===== src/rtl/ov2640_cfg_pkg.sv =====
// Shared state types, constants and the SCCB bus-level decode used by the
// OV2640 configuration sequencer and its SCCB write engine.
package ov2640_cfg_pkg;

  typedef enum logic [3:0] {
    IDLE, REWIND, SETTLE, CHECK, WRITE, WAIT_WR, DELAY, STEP, DONE
  } cfg_state_t;

  typedef enum logic [2:0] {
    ENG_IDLE, ENG_START, ENG_DATA, ENG_STOP, ENG_HOLD
  } eng_state_t;

  localparam logic [7:0]  SOFT_RST_REG   = 8'h12;
  localparam logic [15:0] END_CMD        = 16'hFFFF;
  localparam int          SETTLE_CYC     = 2;
  localparam int          BITS_PER_WRITE = 27;
  localparam int          HOLD_SLOTS     = 3;

  // Returns {sioc, siod_oe} for a position in the write; data bit slots run
  // 0..26 as three 9-bit phases (8 data bits MSB first, then a released ack bit).
  function automatic logic [1:0] sccb_level(input eng_state_t st,
                                            input logic [1:0] qtr,
                                            input logic [4:0] bit_idx,
                                            input logic [7:0] dev,
                                            input logic [7:0] ra,
                                            input logic [7:0] dt);
    logic [7:0] byte_v;
    logic [4:0] pos;
    byte_v = dev;
    pos    = bit_idx;
    sccb_level = 2'b10;
    case (st)
      ENG_START: sccb_level = {1'b1, qtr[1]};
      ENG_DATA: begin
        if (bit_idx >= 5'd18) begin
          byte_v = dt;
          pos    = bit_idx - 5'd18;
        end else if (bit_idx >= 5'd9) begin
          byte_v = ra;
          pos    = bit_idx - 5'd9;
        end
        sccb_level = {qtr[1], (pos == 5'd8) ? 1'b0 : ~byte_v[3'd7 - pos[2:0]]};
      end
      ENG_STOP: sccb_level = {qtr[1], qtr != 2'd3};
      default:  sccb_level = 2'b10;
    endcase
  endfunction

endpackage


===== src/rtl/sccb_write_master.sv =====
// SCCB 3-phase write engine: start, device address, register, value, stop,
// then a short bus-idle hold before the one-cycle done pulse.
module sccb_write_master
  import ov2640_cfg_pkg::*;
#(
  parameter int         QTR_CYC  = 67,
  parameter logic [7:0] DEV_ADDR = 8'h60
) (
  input  logic       clk,
  input  logic       rst,
  input  logic       start,
  input  logic [7:0] reg_addr,
  input  logic [7:0] data,
  output logic       sioc,
  output logic       siod_oe,
  output logic       busy,
  output logic       done
);

  localparam int QW = $clog2(QTR_CYC);

  eng_state_t    state, state_n;
  logic [QW-1:0] tick, tick_n;
  logic [1:0]    qtr, qtr_n;
  logic [4:0]    bit_cnt, bit_n;
  logic [7:0]    reg_q, data_q;
  logic          done_n;

  always_comb begin
    state_n = state;
    tick_n  = tick;
    qtr_n   = qtr;
    bit_n   = bit_cnt;
    done_n  = 1'b0;
    if (state == ENG_IDLE) begin
      if (start) begin
        state_n = ENG_START;
        tick_n  = '0;
        qtr_n   = 2'd0;
        bit_n   = 5'd0;
      end
    end else if (tick == QW'(QTR_CYC - 1)) begin
      tick_n = '0;
      qtr_n  = qtr + 2'd1;
      if (qtr == 2'd3) begin
        case (state)
          ENG_START: state_n = ENG_DATA;
          ENG_DATA: begin
            if (bit_cnt == 5'(BITS_PER_WRITE - 1)) begin
              state_n = ENG_STOP;
              bit_n   = 5'd0;
            end else begin
              bit_n = bit_cnt + 5'd1;
            end
          end
          ENG_STOP: state_n = ENG_HOLD;
          ENG_HOLD: begin
            if (bit_cnt == 5'(HOLD_SLOTS - 1)) begin
              state_n = ENG_IDLE;
              bit_n   = 5'd0;
              done_n  = 1'b1;
            end else begin
              bit_n = bit_cnt + 5'd1;
            end
          end
          default: state_n = ENG_IDLE;
        endcase
      end
    end else begin
      tick_n = tick + 1'b1;
    end
  end

  // Bus pins are registered from the next position so they never glitch.
  always_ff @(posedge clk or posedge rst) begin
    if (rst) begin
      state   <= ENG_IDLE;
      tick    <= '0;
      qtr     <= 2'd0;
      bit_cnt <= 5'd0;
      reg_q   <= 8'h00;
      data_q  <= 8'h00;
      sioc    <= 1'b1;
      siod_oe <= 1'b0;
      done    <= 1'b0;
    end else begin
      state   <= state_n;
      tick    <= tick_n;
      qtr     <= qtr_n;
      bit_cnt <= bit_n;
      done    <= done_n;
      {sioc, siod_oe} <= sccb_level(state_n, qtr_n, bit_n, DEV_ADDR, reg_q, data_q);
      if (state == ENG_IDLE && start) begin
        reg_q  <= reg_addr;
        data_q <= data;
      end
    end
  end

  assign busy = (state != ENG_IDLE);

endmodule


===== src/rtl/ov2640_sccb_config.sv =====
// Walks the OV2640 register table and writes each entry over SCCB, pausing
// after a soft-reset write; raises done once the end marker is reached.
module ov2640_sccb_config
  import ov2640_cfg_pkg::*;
#(
  parameter int         CLK_HZ        = 27_000_000,
  parameter int         SCCB_HZ       = 100_000,
  parameter int         QTR_CYC       = CLK_HZ / (4 * SCCB_HZ),
  parameter logic [7:0] DEV_ADDR      = 8'h60,
  parameter int         RST_DELAY_CYC = CLK_HZ / 1000
) (
  input  logic        clk,
  input  logic        rst,
  input  logic        start,
  input  logic [15:0] command,
  input  logic        finished,
  output logic        resend,
  output logic        advance,
  output logic        sioc,
  output logic        siod_oe,
  output logic        busy,
  output logic        done
);

  localparam int DW = $clog2(RST_DELAY_CYC + 1);

  cfg_state_t    state, state_n;
  logic [DW-1:0] cnt;
  logic [15:0]   cmd_q;
  logic          eng_start, eng_busy, eng_done, fsm_busy;

  always_ff @(posedge clk or posedge rst) begin
    if (rst) begin
      state <= IDLE;
      cnt   <= '0;
      cmd_q <= 16'h0000;
    end else begin
      state <= state_n;
      if (state_n != state)
        cnt <= '0;
      else if (state == SETTLE || state == DELAY)
        cnt <= cnt + 1'b1;
      if (state == CHECK)
        cmd_q <= command;
    end
  end

  // One counter serves both the table settle wait and the soft-reset pause.
  always_comb begin
    state_n   = state;
    resend    = 1'b0;
    advance   = 1'b0;
    done      = 1'b0;
    fsm_busy  = 1'b1;
    eng_start = 1'b0;
    case (state)
      IDLE: begin
        fsm_busy = 1'b0;
        if (start) state_n = REWIND;
      end
      REWIND: begin
        resend  = 1'b1;
        state_n = SETTLE;
      end
      SETTLE:  if (cnt == DW'(SETTLE_CYC - 1)) state_n = CHECK;
      CHECK:   state_n = (finished || command == END_CMD) ? DONE : WRITE;
      WRITE: begin
        eng_start = 1'b1;
        state_n   = WAIT_WR;
      end
      WAIT_WR: begin
        if (eng_done)
          state_n = (cmd_q[15:8] == SOFT_RST_REG && cmd_q[7]) ? DELAY : STEP;
      end
      DELAY:   if (cnt == DW'(RST_DELAY_CYC - 1)) state_n = STEP;
      STEP: begin
        advance = 1'b1;
        state_n = SETTLE;
      end
      DONE: begin
        fsm_busy = 1'b0;
        done     = 1'b1;
        if (start) state_n = REWIND;
      end
      default: state_n = IDLE;
    endcase
  end

  assign busy = fsm_busy | eng_busy;

  sccb_write_master #(
    .QTR_CYC  (QTR_CYC),
    .DEV_ADDR (DEV_ADDR)
  ) u_sccb (
    .clk      (clk),
    .rst      (rst),
    .start    (eng_start),
    .reg_addr (cmd_q[15:8]),
    .data     (cmd_q[7:0]),
    .sioc     (sioc),
    .siod_oe  (siod_oe),
    .busy     (eng_busy),
    .done     (eng_done)
  );

endmodule


===== config.mk =====
export PLATFORM = sky130hd
export DESIGN_NAME = ov2640_sccb_config
export DESIGN_NICKNAME = d
export VERILOG_FILES = /design/src/rtl/ov2640_cfg_pkg.sv /design/src/rtl/sccb_write_master.sv /design/src/rtl/ov2640_sccb_config.sv
export SDC_FILE = /design/constraint.sdc
export NUM_CORES = 1
export LEC_CHECK = 0
export BUFFER_PORTS_ARGS = -buffer_cell sky130_fd_sc_hd__buf_4
export CAP_MARGIN = 10
export CORE_ASPECT_RATIO = 0.7
export CORE_MARGIN = 5
export CORE_UTILIZATION = 30
export CTS_BUF_LIST = sky130_fd_sc_hd__clkbuf_8
export CTS_CLUSTER_DIAMETER = 150
export CTS_CLUSTER_SIZE = 20
export DETAILED_ROUTE_END_ITERATION = 16
export GPL_ROUTABILITY_DRIVEN = 0
export PLACE_DENSITY = 0.42
export RECOVER_POWER = 100
export SETUP_SLACK_MARGIN = 0.3
export SYNTH_ARGS = -nofsm -noshare
export SYNTH_HDL_FRONTEND = slang
export SYNTH_SLANG_ARGS = --single-unit

===== constraint.sdc =====
create_clock -name clk -period 11.4 [get_ports clk]
set_clock_uncertainty 0.2 [all_clocks]
set_input_delay 1.14 -clock clk [delete_from_list [all_inputs] [get_ports clk]]
set_output_delay 1.14 -clock clk [all_outputs]
set_load 0.02 [all_outputs]

==> run summary, run 1 <==
===============================================================================================
Max IR drop VDD ..................................................................    0.0723 mV
Sort of element at the end of the critical path ..................................    flip-flop
Post-CTS resize count ............................................................            0
Avg Synthesized Cell Area ........................................................   10.3 sq um
Overall die width ................................................................       148 um
CP max stage cell ................................................................ sky130_fd_sc_hd__nor4b_1
Peak Freq ........................................................................      184 MHz
Commonest register cell after synthesis .......................................... sky130_fd_sc_hd__dfrtp_1
Clock input transition at the sequential cells of the worst setup and hold paths .      0.09 ns
# rows ...........................................................................           35
Fraction of final layout cells sized beyond drive strength 1 .....................        20.0%
Fraction of the yosys area taken by sequential cells .............................        44.5%
Number of nets at the end of the flow ............................................          445
Initial Utilization ..............................................................        30.5%
Pwr per Cell Area ................................................................  190 mW/mm^2
Area of the mapped netlist ....................................................... 0.00400 sq mm
Total DRC errors in the routed layout ............................................            0
Finish-stage setup viols .........................................................            0
Number of synthesized flops with an enable pin ...................................            0
Total power draw .................................................................       857 uW
Violations in the final reports .................................................. capacitance limit, slew limit
Number of iterations in the first detailed-routing pass ..........................            4
Clk Latency, worst-skew pair .....................................................      0.35 ns
Vias per cell ....................................................................         5.13
Most common cell after layout, fill and taps aside ............................... sky130_fd_sc_hd__dfrtp_1
Htree depth ......................................................................            3
TritonCTS clock tree .............................................................          yes
Maximum fanout encountered on the critical timing path ...........................           18
Setup repair after global routing missed its margin ..............................        false
Final antenna-violating net count ................................................            0
Count of port buffers added during placement .....................................           25
Standard cell area after detailed placement ...................................... 0.00435 sq mm
Static leakage ...................................................................   0.00192 uW
Total of fill cells in the finished design .......................................         1331
Sum of net half-perimeters after detailed placement ..............................      6.83 mm
Setup Slack @ Placement ..........................................................      7.14 ns
Max incr delay on CP .............................................................      0.75 ns
Count of final max-slew check failures ...........................................           72
Max-capacitance violation count ..................................................            1
Core Area ........................................................................ 0.0131 sq mm
CTS hold repair buffers ..........................................................            0
Leading cell types in the layout, fill and taps excluded ......................... sky130_fd_sc_hd__dfrtp_1 (70), sky130_fd_sc_hd__nor2_1 (43), sky130_fd_sc_hd__mux2_2 (32), sky130_fd_sc_hd__nand2_1 (27)
Most used cell, CP ............................................................... sky130_fd_sc_hd__o21ai_0
Required time at the worst-slack endpoint ........................................     11.44 ns
Post-layout worst setup margin ...................................................      5.95 ns
Fin crit period ..................................................................      5.45 ns
Post-Syn Instances ...............................................................          388
Arrival time at the worst endpoint ...............................................      5.49 ns
Result of the run ................................................................ finished with violations
Die area ......................................................................... 0.0158 sq mm
Transition time at the pin with the least slew margin ............................      3.98 ns
Pin count of the biggest net entering global routing .............................           72
TritonCTS Buffers ................................................................            9
Synth top area cells ............................................................. sky130_fd_sc_hd__dfrtp_1 (44%), sky130_fd_sc_hd__mux2_2 (9.0%), sky130_fd_sc_hd__nor2_1 (4.0%)
Relative max-transition margin ...................................................        -165%
Total vias in the final route ....................................................         3003
Cell accounting for the most synthesized area .................................... sky130_fd_sc_hd__dfrtp_1
Clock sink count .................................................................           71
Number of placed I/O pins ........................................................           26
Number of setup buffers added after CTS ..........................................            0
Hold Fails Final Rpt .............................................................            0
Global-route wire length before repair ...........................................      16.1 mm
Grt total ovfl ...................................................................            0
Detailed router's first-iteration violation count ................................          176
WL final .........................................................................      9.70 mm
Synthesis-stage register bit count ...............................................           71
Die Y-Extent .....................................................................       107 um
Diode insertion count for antenna repair .........................................            0
Post-route fraction of the period consumed by the critical path ..................        47.8%
Path class of the lowest-slack min-delay path ....................................   reg -> reg
Number of library cell types mapped by synthesis .................................           69
Warnings from Yosys ..............................................................            0
Master cell of the clock root buffer ............................................. sky130_fd_sc_hd__clkbuf_8
Longest Clk Path Bufs ............................................................            2
Top cell type's share of synthesized area ........................................        43.8%
Startpoint class of the critical path ............................................    flip-flop
Aggregate negative setup slack ...................................................         0 ns
Core utilization of the finished layout ..........................................        34.4%
Ys async rst share ...............................................................         100%
Net count after synthesis ........................................................          419
Drt wl/cell ......................................................................      16.6 um
Synthesis-to-finish area growth ..................................................        12.6%
Design Area, Final ............................................................... 0.00450 sq mm
Overall routing resource usage ...................................................        12.9%
Critical-path cell list .......................................................... nor4b_1 -> nand2_1 -> and2_0 -> a21oi_1 -> ha_1 -> o21ai_0 -> o31ai_1 -> o21ai_0 -> a22oi_1 -> a2bb2oi_1 -> a2111oi_1 -> a211o_1 -> a31oi_1
Kind of critical path ............................................................   reg -> reg
Via count of the first global-routing pass .......................................         2973
Antenna violations before repair .................................................            0
===============================================================================================
## critical path: cells and delay by family (launching register included)
kind                     cells  cell delay (ns)
AND/OR/NAND/NOR              3             1.82
adder cells (fa/ha/maj)      1             0.26
flip-flops                   1             0.61
AO/OA/AOI/OAI                9             2.46
## through the flow
step / hold slack, ns / cells
3_3_place_gp: 0.292 / 568
5_1_grt: 0.333 / 585
4_1_cts: 0.314 / 584
2_1_floorplan: 0.265 / 388
6_report: 0.309 / 585
3_5_place_dp: 0.293 / 568
## area by class of cell
type	count	area, sq um	area share, %
Tap cell	166	208	4.61
Timing Repair Buffer	28	184	4.09
Clock inverter	7	95.1	2.11
Multi-Input combinational cell	287	2050	45.5
Inverter	17	66.3	1.47
Clock buffer	9	124	2.75
Sequential cell	71	1780	39.5
## logic make-up (layout without fill, tap and decap cells)
group,count (synthesis),after routing,share of synthesized area [%]
muxes,33,33,9.27
AOI/OAI and AO/OA,67,67,12.6
adders and majority gates,11,11,3.44
xor gates and xnor gates,19,19,4.16
buffers and inverters,30,61,3.22
and+or+nand+nor,157,157,22.8
DFF,71,71,44.5
## Yosys cell counts, types with 5 or more instances
cell type                   n
sky130_fd_sc_hd__a21oi_1    9
sky130_fd_sc_hd__a31oi_1    7
sky130_fd_sc_hd__clkbuf_1   6
sky130_fd_sc_hd__dfrtp_1   70
sky130_fd_sc_hd__ha_1      11
sky130_fd_sc_hd__inv_1     16
sky130_fd_sc_hd__mux2_2    32
sky130_fd_sc_hd__nand2_1   26
sky130_fd_sc_hd__nand2b_1   6
sky130_fd_sc_hd__nand3_1   14
sky130_fd_sc_hd__nand3b_1   5
sky130_fd_sc_hd__nand4_1   13
sky130_fd_sc_hd__nor2_1    43
sky130_fd_sc_hd__nor3_1    12
sky130_fd_sc_hd__nor4_1     5
sky130_fd_sc_hd__o21ai_0   18
sky130_fd_sc_hd__xnor2_1   11
sky130_fd_sc_hd__xor2_1     8
## sequential cells by signal, summed over array words and instances (netlist names)
| signal | cells |
|---|---|
| cnt | 15 |
| cmd_q | 16 |
| u_sccb.qtr | 2 |
| u_sccb.tick | 7 |
| u_sccb.sioc | 1 |
| u_sccb.siod_oe | 1 |
| u_sccb.state | 3 |
| state | 4 |
| u_sccb.data_q | 8 |
| u_sccb.done | 1 |
| u_sccb.bit_cnt | 5 |
| u_sccb.reg_q | 8 |
## power breakdown
part           total [uW]  switching, uW  leakage (uW)  internal (uW)
Combinational         234            126      0.000893            109
Sequential            392           69.0      0.000917            323
Clock                 230            106      0.000110            124
Total                 857            301       0.00192            556
## path summary, 6_finish.rpt
check	startpoint	to	slack, ns	depth (start not counted)
max reg2reg	state[2]	u_sccb.siod_oe	5.95	13
max	state[2]	u_sccb.siod_oe	5.95	13
min reg2reg	cmd_q[5]	cmd_q[5]	0.31	1
min	cmd_q[5]	cmd_q[5]	0.31	1
min in group asynchronous	rst	cnt[9]	2.15	3
max in group asynchronous	rst	cmd_q[7]	6.63	3
## layer usage
layer,vias to the layer above,part of all wire [%],track usage [%]
met4,0,0.92,2.97
met1,1483,54,19.6
li1,1467,-,-
met3,10,3.0,3.32
met5,-,0,0
met2,43,42,18.1
Power figures use the tool's default switching activity.
==> run 2, diff against run 1 <==
==> constraint.sdc (replaced) <==
create_clock -name clk -period 5.6 [get_ports clk]
set_clock_uncertainty 0.2 [all_clocks]
set_input_delay 0.56 -clock clk [delete_from_list [all_inputs] [get_ports clk]]
set_output_delay 0.56 -clock clk [all_outputs]
set_load 0.02 [all_outputs]
==> run summary, run 2 (same netlist as run 1, synthesis figures left out) <==
===============================================================================================
Result of the run ................................................................ finished, final reports clean
Relative max-transition margin ...................................................        36.3%   +200 points
Clock sink count .................................................................           71   unchanged
Number of setup buffers added after CTS ..........................................            0   unchanged
Drt wl/cell ......................................................................      16.4 um   -1.1%
Grt total ovfl ...................................................................            0   unchanged
Total of fill cells in the finished design .......................................         1330   -0.075%
CP max stage cell ................................................................ sky130_fd_sc_hd__dfrtp_1
Die area ......................................................................... 0.0158 sq mm   unchanged
Core utilization of the finished layout ..........................................        34.6%   +0.17 points
Maximum fanout encountered on the critical timing path ...........................           18   unchanged
Post-route fraction of the period consumed by the critical path ..................        81.8%   +34 points
Peak Freq ........................................................................      218 MHz   +19%
Aggregate negative setup slack ...................................................         0 ns   unchanged
Global-route wire length before repair ...........................................      15.9 mm   -1.6%
CTS hold repair buffers ..........................................................            0   unchanged
Static leakage ...................................................................   0.00193 uW   +0.29%
Antenna violations before repair .................................................            0   unchanged
Hold Fails Final Rpt .............................................................            0   unchanged
Fin crit period ..................................................................      4.58 ns   -0.862 ns
Path class of the lowest-slack min-delay path ....................................    in -> reg
Overall routing resource usage ...................................................        12.7%   -0.17 points
Finish-stage setup viols .........................................................            0   unchanged
Clock input transition at the sequential cells of the worst setup and hold paths .      0.08 ns   about the same
Startpoint class of the critical path ............................................    flip-flop
Longest Clk Path Bufs ............................................................            2   unchanged
Initial Utilization ..............................................................        30.5%   unchanged
Source of the worst hold timing path .............................................   command[4]
TritonCTS Buffers ................................................................            9   unchanged
Sort of element at the end of the critical path ..................................    flip-flop
Kind of critical path ............................................................   reg -> reg
Arrival time at the worst endpoint ...............................................      4.66 ns   -0.83 ns
Master cell of the clock root buffer ............................................. sky130_fd_sc_hd__clkbuf_8
Largest Register .................................................................        cmd_q
Setup repair after global routing missed its margin ..............................        false
Largest registers in the final layout ............................................ cmd_q x16, cnt x15
Number of placed I/O pins ........................................................           26   unchanged
Count of final max-slew check failures ...........................................            0   -100%
Number of iterations in the first detailed-routing pass ..........................            4   unchanged
Post-CTS resize count ............................................................            0   unchanged
Worst setup path startpoint ......................................................     state[2]
Max incr delay on CP .............................................................      0.59 ns   -0.16 ns
Worst flop-to-flop path startpoint ...............................................     state[2]
Critical-path cell list .......................................................... nor4b_4 -> nand2_1 -> and2_0 -> a21oi_1 -> ha_1 -> inv_1 -> o31ai_4 -> a22oi_1 -> a2bb2oi_1 -> a2111oi_1 -> a211o_1 -> a31oi_1
Total vias in the final route ....................................................         3021   +0.60%
Via count of the first global-routing pass .......................................         2922   -1.7%
Required time at the worst-slack endpoint ........................................      5.67 ns   -5.77 ns
Most common cell after layout, fill and taps aside ............................... sky130_fd_sc_hd__dfrtp_1
Count of port buffers added during placement .....................................           25   unchanged
Overall die width ................................................................       148 um   unchanged
Final antenna-violating net count ................................................            0   unchanged
Diode insertion count for antenna repair .........................................            0   unchanged
Clk Latency, worst-skew pair .....................................................      0.35 ns   about the same
Pwr per Cell Area ................................................................  385 mW/mm^2   +100%
Pin count of the biggest net entering global routing .............................           72   unchanged
Die Y-Extent .....................................................................       107 um   unchanged
Htree depth ......................................................................            3   unchanged
Max-capacitance violation count ..................................................            0   -1
TritonCTS clock tree .............................................................          yes
Core Area ........................................................................ 0.0131 sq mm   unchanged
Transition time at the pin with the least slew margin ............................     0.955 ns   -3.03 ns
Fraction of final layout cells sized beyond drive strength 1 .....................        20.8%   +0.72 points
Max IR drop VDD ..................................................................     0.146 mV   +100%
Number of nets at the end of the flow ............................................          445   unchanged
# rows ...........................................................................           35   unchanged
Vias per cell ....................................................................         5.16   +0.60%
Worst Hold Margin ................................................................     0.247 ns   -0.0617 ns
Sum of net half-perimeters after detailed placement ..............................      6.77 mm   -0.82%
Detailed router's first-iteration violation count ................................          131   -26%
Leading cell types in the layout, fill and taps excluded ......................... sky130_fd_sc_hd__dfrtp_1 (70), sky130_fd_sc_hd__nor2_1 (43), sky130_fd_sc_hd__mux2_2 (32), sky130_fd_sc_hd__nand2_1 (27), sky130_fd_sc_hd__buf_4 (20)
Total DRC errors in the routed layout ............................................            0   unchanged
Number of flip-flops under the largest register name .............................           16   unchanged
WL final .........................................................................      9.59 mm   -1.1%
Synthesis-to-finish area growth ..................................................        13.2%
===============================================================================================
==> run 2: area by class of cell <==
class / count / area [sq um] / share of cell area [%]
sequential: 71 / 1780 / 39.3
clock buffer: 9 / 124 / 2.74
tap: 166 / 208 / 4.59
clock inverter: 7 / 97.6 / 2.16
timing repair buffer: 28 / 188 / 4.15
inverter: 17 / 66.3 / 1.47
multi-input combinational: 287 / 2060 / 45.6
==> run 2: path summary, 6_finish.rpt <==
path / end / slack, ns / cells after the start
min in group asynchronous: state[0] / 0.31 / 3
hold reg to reg: u_sccb.data_q[2] / 0.31 / 1
hold / removal: cmd_q[4] / 0.25 / 2
setup / recovery: u_sccb.siod_oe / 1.02 / 12
max in group asynchronous: cmd_q[7] / 4.27 / 3
setup reg to reg: u_sccb.siod_oe / 1.02 / 12
==> run 2: through the flow <==
step / total power (uW) / cells / setup WS [ns] / cell area (sq um)
after floorplan: 1150 / 388 / 2.03 / 4000
after global placement: 1300 / 568 / 1.33 / 4350
final: 1740 / 585 / 1.02 / 4520
after detailed placement: 1300 / 568 / 1.37 / 4350
after global routing: 1860 / 585 / 0.573 / 4520
after CTS: 1780 / 584 / 1.36 / 4570
==> run 2: power breakdown <==
part / total, uW / leakage [uW] / switching, uW / internal [uW]
logic: 481 / 0.000903 / 257 / 224
clock network: 462 / 0.000105 / 210 / 251
registers: 801 / 0.000917 / 142 / 658
==> run 2: worst max-delay path: cells and delay by family (launching register included) <==
kind,cells,cell delay [ns]
AOI/OAI and AO/OA,7,1.83
and+or+nand+nor,3,1.40
buffers and inverters,1,0.12
DFF,1,0.59
adders and majority gates,1,0.36
==> run 2: layer usage <==
| layer | track usage, % | wire length, um | share of wire, % | vias up |
|---|---|---|---|---|
| met4 | 3.63 | 119 | 1.2 | 0 |
| met3 | 3.28 | 366 | 3.8 | 13 |
| li1 | - | - | - | 1462 |
| met1 | 19.4 | 5040 | 53 | 1479 |
| met2 | 17.5 | 4060 | 42 | 67 |
| met5 | 0 | 0 | 0 | - |
